--- src/rtl/uart_tx_arbiter_pkg.sv ---
// Shared types and constants for the uart_tx round-robin arbiter.
//   arb_state_e   : arbiter FSM states (2-bit encoding)
//   BUSY_TIMEOUT  : cycles to wait for tx_ready to drop after tx_start
//   BYTE_W        : width of one requester byte
package uart_tx_arbiter_pkg;

  typedef enum logic [1:0] {
    ST_IDLE      = 2'd0,
    ST_WAIT_BUSY = 2'd1,
    ST_WAIT_DONE = 2'd2,
    ST_GAP_WAIT  = 2'd3
  } arb_state_e;

  localparam int unsigned BUSY_TIMEOUT = 4;
  localparam int unsigned TO_W         = $clog2(BUSY_TIMEOUT);
  localparam int unsigned BYTE_W       = 8;

endpackage

--- src/rtl/uart_tx_arbiter_rr_picker.sv ---
// Combinational round-robin picker.
//   req     : request vector
//   ptr     : index of the last winner; search starts at ptr+1 and wraps
//   valid_c : at least one request is set
//   grant_c : index of the winning requester (0 when none)
module uart_tx_arbiter_rr_picker #(
  parameter  int unsigned NREQ  = 4,
  localparam int unsigned IDX_W = $clog2(NREQ)
) (
  input  logic [NREQ-1:0]  req,
  input  logic [IDX_W-1:0] ptr,
  output logic             valid_c,
  output logic [IDX_W-1:0] grant_c
);

  logic [IDX_W-1:0] idx;

  // First set request after ptr, visiting ptr+1 .. ptr+NREQ modulo NREQ
  always_comb begin
    valid_c = 1'b0;
    grant_c = '0;
    idx     = '0;
    for (int unsigned k = 1; k <= NREQ; k++) begin
      idx = IDX_W'((32'(ptr) + k) % NREQ);
      if (!valid_c && req[idx]) begin
        valid_c = 1'b1;
        grant_c = idx;
      end
    end
  end

endmodule

--- src/rtl/uart_tx_arbiter.sv ---
// Shares one uart_tx among NREQ byte requesters with round-robin arbitration,
// sequences the tx_start/tx_ready handshake and inserts an optional idle gap.
//   clk, rstn : clock, async active-low reset
//   req, data : per-requester level request and byte (requester i owns data[8i+7:8i])
//   ack       : one-cycle pulse, byte of the granted requester accepted
//   tx_data   : byte to uart_tx, held until the next grant
//   tx_start  : one-cycle start pulse to uart_tx
//   tx_ready  : uart_tx idle flag
//   grant_id  : index of the last granted requester
//   busy      : high from tx_start until the frame (and gap) completes
//   tx_err    : one-cycle pulse when uart_tx never dropped tx_ready after start
module uart_tx_arbiter
  import uart_tx_arbiter_pkg::*;
#(
  parameter  int unsigned NREQ  = 4,
  parameter  int unsigned GAP   = 0,
  localparam int unsigned IDX_W = $clog2(NREQ)
) (
  input  logic                     clk,
  input  logic                     rstn,
  input  logic [NREQ-1:0]          req,
  input  logic [BYTE_W*NREQ-1:0]   data,
  output logic [NREQ-1:0]          ack,
  output logic [BYTE_W-1:0]        tx_data,
  output logic                     tx_start,
  input  logic                     tx_ready,
  output logic [IDX_W-1:0]         grant_id,
  output logic                     busy,
  output logic                     tx_err
);

  localparam int unsigned GAP_W = (GAP > 0) ? $clog2(GAP + 1) : 1;

  arb_state_e        state_q, state_d;
  logic [IDX_W-1:0]  ptr_q, ptr_d;
  logic [NREQ-1:0]   ack_q, ack_d;
  logic [BYTE_W-1:0] tx_data_q, tx_data_d;
  logic              tx_start_q, tx_start_d;
  logic [IDX_W-1:0]  grant_id_q, grant_id_d;
  logic              busy_q, busy_d;
  logic              tx_err_q, tx_err_d;
  logic [TO_W-1:0]   to_cnt_q, to_cnt_d;
  logic [GAP_W-1:0]  gap_cnt_q, gap_cnt_d;

  logic              pick_valid_c;
  logic [IDX_W-1:0]  pick_c;
  logic [BYTE_W-1:0] data_byte [NREQ];

  // Unflatten the byte bus so the winner can be selected by index
  for (genvar gi = 0; gi < NREQ; gi++) begin : g_bytes
    assign data_byte[gi] = data[BYTE_W*gi +: BYTE_W];
  end

  uart_tx_arbiter_rr_picker #(.NREQ(NREQ)) u_picker (
    .req     (req),
    .ptr     (ptr_q),
    .valid_c (pick_valid_c),
    .grant_c (pick_c)
  );

  // State and output registers
  always_ff @(posedge clk or negedge rstn) begin
    if (!rstn) begin
      state_q    <= ST_IDLE;
      ptr_q      <= IDX_W'(NREQ - 1);
      ack_q      <= '0;
      tx_data_q  <= '0;
      tx_start_q <= 1'b0;
      grant_id_q <= '0;
      busy_q     <= 1'b0;
      tx_err_q   <= 1'b0;
      to_cnt_q   <= '0;
      gap_cnt_q  <= '0;
    end else begin
      state_q    <= state_d;
      ptr_q      <= ptr_d;
      ack_q      <= ack_d;
      tx_data_q  <= tx_data_d;
      tx_start_q <= tx_start_d;
      grant_id_q <= grant_id_d;
      busy_q     <= busy_d;
      tx_err_q   <= tx_err_d;
      to_cnt_q   <= to_cnt_d;
      gap_cnt_q  <= gap_cnt_d;
    end
  end

  // Next-state and output logic; pulses default low, data/ids hold
  always_comb begin
    state_d    = state_q;
    ptr_d      = ptr_q;
    ack_d      = '0;
    tx_data_d  = tx_data_q;
    tx_start_d = 1'b0;
    grant_id_d = grant_id_q;
    busy_d     = busy_q;
    tx_err_d   = 1'b0;
    to_cnt_d   = to_cnt_q;
    gap_cnt_d  = gap_cnt_q;

    case (state_q)
      ST_IDLE: begin
        if (pick_valid_c && tx_ready) begin
          tx_data_d  = data_byte[pick_c];
          ack_d      = NREQ'(1) << pick_c;
          tx_start_d = 1'b1;
          grant_id_d = pick_c;
          ptr_d      = pick_c;
          busy_d     = 1'b1;
          to_cnt_d   = '0;
          state_d    = ST_WAIT_BUSY;
        end
      end
      ST_WAIT_BUSY: begin
        // Transmitter must acknowledge the start by dropping tx_ready
        if (!tx_ready) begin
          state_d = ST_WAIT_DONE;
        end else if (to_cnt_q == TO_W'(BUSY_TIMEOUT - 1)) begin
          tx_err_d = 1'b1;
          busy_d   = 1'b0;
          state_d  = ST_IDLE;
        end else begin
          to_cnt_d = to_cnt_q + TO_W'(1);
        end
      end
      ST_WAIT_DONE: begin
        if (tx_ready) begin
          if (GAP > 0) begin
            gap_cnt_d = GAP_W'(GAP);
            state_d   = ST_GAP_WAIT;
          end else begin
            busy_d  = 1'b0;
            state_d = ST_IDLE;
          end
        end
      end
      ST_GAP_WAIT: begin
        if (gap_cnt_q == '0) begin
          busy_d  = 1'b0;
          state_d = ST_IDLE;
        end else begin
          gap_cnt_d = gap_cnt_q - GAP_W'(1);
        end
      end
      default: state_d = ST_IDLE;
    endcase
  end

  assign ack      = ack_q;
  assign tx_data  = tx_data_q;
  assign tx_start = tx_start_q;
  assign grant_id = grant_id_q;
  assign busy     = busy_q;
  assign tx_err   = tx_err_q;

endmodule
--- config.mk ---
export PLATFORM = sky130hd
export DESIGN_NAME = uart_tx_arbiter
export DESIGN_NICKNAME = d
export VERILOG_FILES = /design/src/rtl/uart_tx_arbiter_pkg.sv /design/src/rtl/uart_tx_arbiter_rr_picker.sv /design/src/rtl/uart_tx_arbiter.sv
export SDC_FILE = /design/constraint.sdc
export NUM_CORES = 1
export LEC_CHECK = 0
export CORE_UTILIZATION = 37
export CTS_CLUSTER_SIZE = 28
export DETAILED_ROUTE_END_ITERATION = 12
export PLACE_DENSITY = 0.86
export SYNTH_ARGS = -nofsm -noshare
export SYNTH_HDL_FRONTEND = slang
export SYNTH_SLANG_ARGS = --single-unit
--- constraint.sdc ---
create_clock -name clk -period 1.8 [get_ports clk]
set_input_delay 0.36 -clock clk [delete_from_list [all_inputs] [get_ports clk]]
set_output_delay 0.36 -clock clk [all_outputs]
set_load 0.005 [all_outputs]
==> results of run 1 <==
## flip-flops by register name, indices dropped and copies added, names as in the netlist
register / cells
grant_id: 2
to_cnt_q: 2
tx_start: 1
tx_data: 8
busy: 1
state_q: 2
tx_err: 1
ack: 4
ptr_q: 2
## worst paths after layout
kind / start / to
hold / removal: rstn / tx_data[2]
setup reg to reg: ptr_q[1] / tx_data[0]
hold reg to reg: grant_id[1] / grant_id[1]
setup / recovery: ptr_q[1] / tx_data[0]
min in group clk: grant_id[1] / grant_id[1]
max in group asynchronous: rstn / tx_data[7]
## Yosys cell counts
master / count / share of area (%)
o31ai_1: 1 / 0.60
nand3_2: 1 / 0.79
and2_1: 1 / 0.50
dfstp_2: 2 / 4.2
a21oi_1: 8 / 3.2
and3b_1: 1 / 0.69
a221o_1: 8 / 6.3
nand2_1: 8 / 2.4
buf_2: 2 / 0.79
nand3_1: 16 / 6.3
and3_1: 1 / 0.50
or4_1: 1 / 0.60
clkbuf_1: 4 / 1.2
mux2_4: 5 / 6.0
inv_2: 1 / 0.30
mux2i_1: 10 / 7.9
or2_2: 1 / 0.50
nor2_1: 10 / 3.0
buf_6: 1 / 0.89
nor3_1: 1 / 0.40
o221a_4: 1 / 1.6
o21a_1: 2 / 1.2
o21ai_0: 3 / 1.2
nand2b_1: 2 / 0.99
nor2b_1: 2 / 0.99
buf_4: 1 / 0.60
dfrtp_1: 21 / 42
a31oi_1: 1 / 0.50
and2b_1: 1 / 0.60
ha_1: 1 / 0.99
mux2_2: 3 / 2.7
## routing by layer
| metal | vias to the layer above | share of wire, % | GRT usage, % |
|---|---|---|---|
| met3 | 4 | 5.1 | 3.198 |
| met4 | 0 | 0.98 | 8.306 |
| li1 | 589 | - | - |
| met5 | - | 0 | 0 |
| met2 | 47 | 56 | 43.01 |
| met1 | 599 | 38 | 24.56 |
## final cells by class
class	instances	area, µm²	share of cell area, %
Clock inverter	1	7.507	0.3636
Timing Repair Buffer	76	724.4	35.09
Tap cell	44	55.05	2.667
Sequential cell	23	578.1	28.00
Clock buffer	3	22.52	1.091
Inverter	1	6.256	0.3030
Multi-Input combinational cell	89	670.6	32.48
## through the flow
stage	total power (µW)	cells	TNS (ns)	setup WS, ns	utilization, %
after CTS	2655	237	-0.7659	-0.1085	65.08
after detailed placement	2272	227	-7.502	-0.5157	61.67
after global routing	2839	237	-1.515	-0.1825	65.48
after global placement	2178	227	-5.953	-0.4057	61.67
after floorplan	1621	121	-0.1413	-0.02826	-
final	2664	237	-0.9378	-0.1173	65.48
## critical path, stage by stage (launching register included)
cell and delay [ns]:
dfstp_2 0.60, nand2_1 0.08, a21oi_2 0.14, o221a_4 0.25, buf_4 0.12, mux2_2 0.32
a221o_1 0.31
## kinds of logic after synthesis
logic type      share of synthesized area [%]
compound gates                          14.58
fa+ha+maj                              0.9919
buf+inv                                 3.769
flops                                   45.83
mux                                     16.57
simple gates                            18.26
## where the power goes
group | total [µW] | leakage (µW) | internal, µW | switching, µW
Sequential | 878 | 0.000286 | 735 | 143
Clock | 247 | 0.0000139 | 84.6 | 163
Combinational | 1540 | 0.000596 | 900 | 638
## timing repair
action | 4_1_cts | 5_1_grt
buffers inserted | 5 | 0
resized for setup | 13 | 3
pin swaps | 3 | 0
endpoints found under the setup margin | 13 | 12
hold buffers | 0 | 0
gates cloned | 1 | 0
==> results.sh, run 1 <==
export IMPL_status="finished, violations left"
export IMPL_violations="negative setup slack"
export IMPL_drcViolationCount=0
export IMPL_placedInstanceArea_um2=1944
export IMPL_die_h_um=60.39
export IMPL_first_global_vias=1341
export IMPL_cap_violations=0
export IMPL_synth_seq_area_share_pct=45.83
export IMPL_rsz0062_at_grt="true"
export IMPL_timing_fmax_mhz=521.6
export IMPL_ctsLongestPathBuffers=2
export IMPL_fp_dieW_um=60.39
export IMPL_yosys_cell_types_count=31
export IMPL_clk_latency_ns=0.31
export IMPL_dr_pass1_iters=4
export IMPL_worst_pin_slew_ns=0.3968
export IMPL_critPathKind="register to register"
export IMPL_n_fill_cell=266
export IMPL_antenna_found_initial=0
export IMPL_avgRoutedWirePerCell_um=15.44
export IMPL_finalCritPeriodShare_pct=106.5
export IMPL_crit_fanout=5
export IMPL_synth_seq_cells=23
export IMPL_final_cell_mix="clkdlybuf4s50_1 (53), dfrtp_1 (21), buf_4 (16)"
export IMPL_clk_pin_slew_ns=0.13
export IMPL_h_tree_depth=1
export IMPL_areaGrowthSynthToFinish_pct=63.69
export IMPL_ios=56
export IMPL_antenna_cells=0
export IMPL_routed_wl_um=3660
export IMPL_synth_cells=121
export IMPL_power_density_nw_per_um2=1290
export IMPL_port_buffers=55
export IMPL_yosysWarnings=0
export IMPL_cts_buffers=3
export IMPL_cts_sinks=23
export IMPL_finClkSkew_ns=0.004064
export IMPL_initial_utilization_pct=40.00
export IMPL_fin_ws_ns=-0.1173
export IMPL_syn_avg_cell_area_um2=10.42
export IMPL_drtIter0Drc=39
export IMPL_routed_via_density=5.228
export IMPL_finalMaxSlewViolations=0
export IMPL_rrSetupSlack_ns=-0.12
export IMPL_dp_hpwl_um=2740
export IMPL_finalHoldViolCount=0
export IMPL_grt_util_all_layers_pct=22.36
export IMPL_dieArea_um2=3646
export IMPL_finalCriticalPeriod_ns=1.917
export IMPL_drive_above_1_share_pct=23.32
export IMPL_fin_nets=234
export IMPL_crit_arrival_ns=2.13
export IMPL_final_common_cell="clkdlybuf4s50_1"
export IMPL_slew_headroom_pct=73.52
export IMPL_num_vias=1239
export IMPL_grt_ovfl_total=0
export IMPL_core_um2=3153
export IMPL_start_kind="register"
export IMPL_syn_num_nets=161
export IMPL_worstPathRequired_ns=2.01
export IMPL_hold_path_class="input port to async pin"
export IMPL_synthesis_area_um2=1261
export IMPL_cts_root_buf="clkbuf_4"
export IMPL_p_leak_uw=0.0008965
export IMPL_holdWs_ns=0.2942
export IMPL_ir_drop_mv=0.5891
export IMPL_tritoncts="yes"
export IMPL_gp_congestion=0.7531
export IMPL_setup_violations=12
export IMPL_grt_pass1_wl_um=5982
export IMPL_core_rowCount=20
export IMPL_grt_max_degree=19
export IMPL_crit_path_end_kind="register"
export IMPL_fin_area_um2=2064
export IMPL_ant_nets=0
export IMPL_r2r_cells=6
Power figures use the tool's default switching activity.
==> inputs of run 2 (changes only) <==
--- a/config.mk
+++ b/config.mk
@@ -5,7 +5,9 @@
 export SDC_FILE = /design/constraint.sdc
 export NUM_CORES = 1
 export LEC_CHECK = 0
+export CORE_MARGIN = 3
 export CORE_UTILIZATION = 37
+export CTS_CLUSTER_DIAMETER = 30
 export CTS_CLUSTER_SIZE = 28
 export DETAILED_ROUTE_END_ITERATION = 12
 export PLACE_DENSITY = 0.86
==> run 2 against run 1 <==
The run still ends with negative setup slack left. Sequential cell count did not move. Wire length rose by 12%. Sequential share of layout area fell by 0.71 points. Critical path depth fell by 2. Global-route usage fell by 3.0 points. Clock power barely moved. Cell area rose by 2.6%. Worst setup slack got worse by 0.067 ns. Combinational power rose by 6%. Worst hold slack got worse by 0.00061 ns. Total power rose by 4.5%. Highest routed layer unchanged.
==> results.sh, run 2 (synthesized netlist as in run 1, its figures left out) <==
export IMPL_drive_above_1_share_pct=23.96
export IMPL_setup_violations=10
export IMPL_antenna_found_initial=0
export IMPL_finalCritPeriodShare_pct=110.2
export IMPL_rsz0062_at_grt="true"
export IMPL_tritoncts="yes"
export IMPL_violations="negative setup slack"
export IMPL_critPathTopFamily="flip-flops"
export IMPL_status="finished, violations left"
export IMPL_r2r_start="ptr_q[1]"
export IMPL_dr_pass1_iters=4
export IMPL_hold_path_class="input port to async pin"
export IMPL_finalHoldViolCount=0
export IMPL_seqCellArea_um2=578.1
export IMPL_cts_sinks=23
export IMPL_finClkSkew_ns=0.006386
export IMPL_grt_pass1_wl_um=6161
export IMPL_power_density_nw_per_um2=1314
export IMPL_antenna_cells=0
export IMPL_worstPathCellList="mux2i_4, o221a_4, mux2_4, a221o_1"
export IMPL_clk_latency_ns=0.31
export IMPL_p_leak_uw=0.0009207
export IMPL_ctsLongestPathBuffers=2
export IMPL_start_kind="register"
export IMPL_hold_buffers=0
export IMPL_final_cell_mix="clkdlybuf4s50_1 (52), dfrtp_1 (21), nand3_1 (16)"
export IMPL_clk_pin_slew_ns=0.14
export IMPL_worstPathRequired_ns=2.00
export IMPL_multi_input_area_um2=726.9
export IMPL_first_global_vias=1320
export IMPL_crit_path_end_kind="register"
export IMPL_routed_via_density=5.411
export IMPL_slew_headroom_pct=76.65
export IMPL_grt_util_all_layers_pct=19.32
export IMPL_path_buf_inv=0
export IMPL_core_um2=3153
export IMPL_avgRoutedWirePerCell_um=17.36
export IMPL_h_tree_depth=1
export IMPL_grt_ovfl_total=0
export IMPL_die_h_um=64.39
export IMPL_core_rowCount=20
export IMPL_max_stage_delay_ns=0.64
export IMPL_cts_root_buf="clkbuf_4"
export IMPL_finalCriticalPeriod_ns=1.984
export IMPL_slowest_stage="dfstp_2"
export IMPL_areaGrowthSynthToFinish_pct=67.96
export IMPL_ant_nets=0
export IMPL_dieArea_um2=4145
export IMPL_initial_utilization_pct=40.00
export IMPL_timing_fmax_mhz=504.1
export IMPL_num_vias=1277
export IMPL_worst_pin_slew_ns=0.3492
export IMPL_drcViolationCount=0
export IMPL_cap_violations=0
export IMPL_dp_hpwl_um=2790
export IMPL_ir_drop_mv=0.6658
export IMPL_routed_wl_um=4098
export IMPL_fin_util_pct=67.18
export IMPL_fin_ws_ns=-0.1838
export IMPL_grt_max_degree=20
export IMPL_n_fill_cell=262
export IMPL_gp_congestion=0.8177
export IMPL_port_buffers=55
export IMPL_fin_nets=233
export IMPL_drtIter0Drc=98
export IMPL_final_common_cell="clkdlybuf4s50_1"
export IMPL_largest_reg_flops=8
export IMPL_critPathKind="register to register"
export IMPL_crit_start="ptr_q[1]"
export IMPL_cts_buffers=3
export IMPL_crit_fanout=7
export IMPL_fp_dieW_um=64.39
export IMPL_finalSetupTns_ns=-1.223
export IMPL_finalMaxSlewViolations=0
export IMPL_ios=56
export IMPL_crit_arrival_ns=2.18
run 2: cell types whose count changed in the layout (fill, tap and decap cells not counted), sizes merged:
cell           previous run  this run
buf                      21        19
clkdlybuf4s50            53        52
dlygate4sd2               2         1
dlymetal6s2s              0         2
o221a                     1         2
run 2: path summary, 6_finish.rpt:
path	endpoint	slack, ns	cells after the start
worst max register to register	tx_data[2]	-0.18	4
worst max-delay path	tx_data[2]	-0.18	4
worst min register to register	grant_id[1]	0.52	1
worst min-delay path	grant_id[1]	0.29	1
max in group asynchronous	tx_data[7]	0.97	2
min in group clk	grant_id[1]	0.52	1
run 2: layout make-up:
cell class / count / share of cell area [%]
clock buffers: 3 / 1.063
clock inverters: 1 / 0.3544
inverters: 1 / 0.4135
multi-input cells: 90 / 34.32
flip-flops and latches: 23 / 27.29
well taps: 44 / 2.599
repair buffers: 74 / 33.96
run 2: metrics by stage:
step | std cells | setup WS, ns | power, µW | hold slack (ns) | area (µm²)
global placement | 226 | -0.4055 | 2167 | 0.4778 | 1937
CTS | 231 | -0.1496 | 2600 | 0.2949 | 2028
finish | 236 | -0.1838 | 2783 | 0.2936 | 2118
floorplan | 121 | -0.02826 | 1621 | 0.06441 | 1269
global route | 236 | -0.2154 | 2935 | 0.3002 | 2118
detailed placement | 226 | -0.5064 | 2249 | 0.4917 | 1937
run 2: repair_timing:
item,CTS,global route
setup buffers,0,3
pin swaps,5,1
cloned,1,2
setup endpoints to repair,11,16
gates resized for setup,14,14
run 2: report_power, final:
part | switching, µW | leakage (µW) | total (µW) | internal [µW]
logic | 696 | 0.000620 | 1630 | 936
registers | 165 | 0.000286 | 901 | 736
clock network | 165 | 0.0000139 | 250 | 84.7
run 2: worst register-to-register path, delay by kind of cell, from the launching register on:
kind / cells / cell delay, ns
flip-flops: 1 / 0.64
AO/OA/AOI/OAI: 2 / 0.63
multiplexers: 2 / 0.60
run 2: layer usage:
metal / wire length (µm) / track usage, %
met5: 0 / 0
met2: 2188 / 36.98
met4: 72 / 8.707
met1: 1622 / 20.42
met3: 215 / 2.988
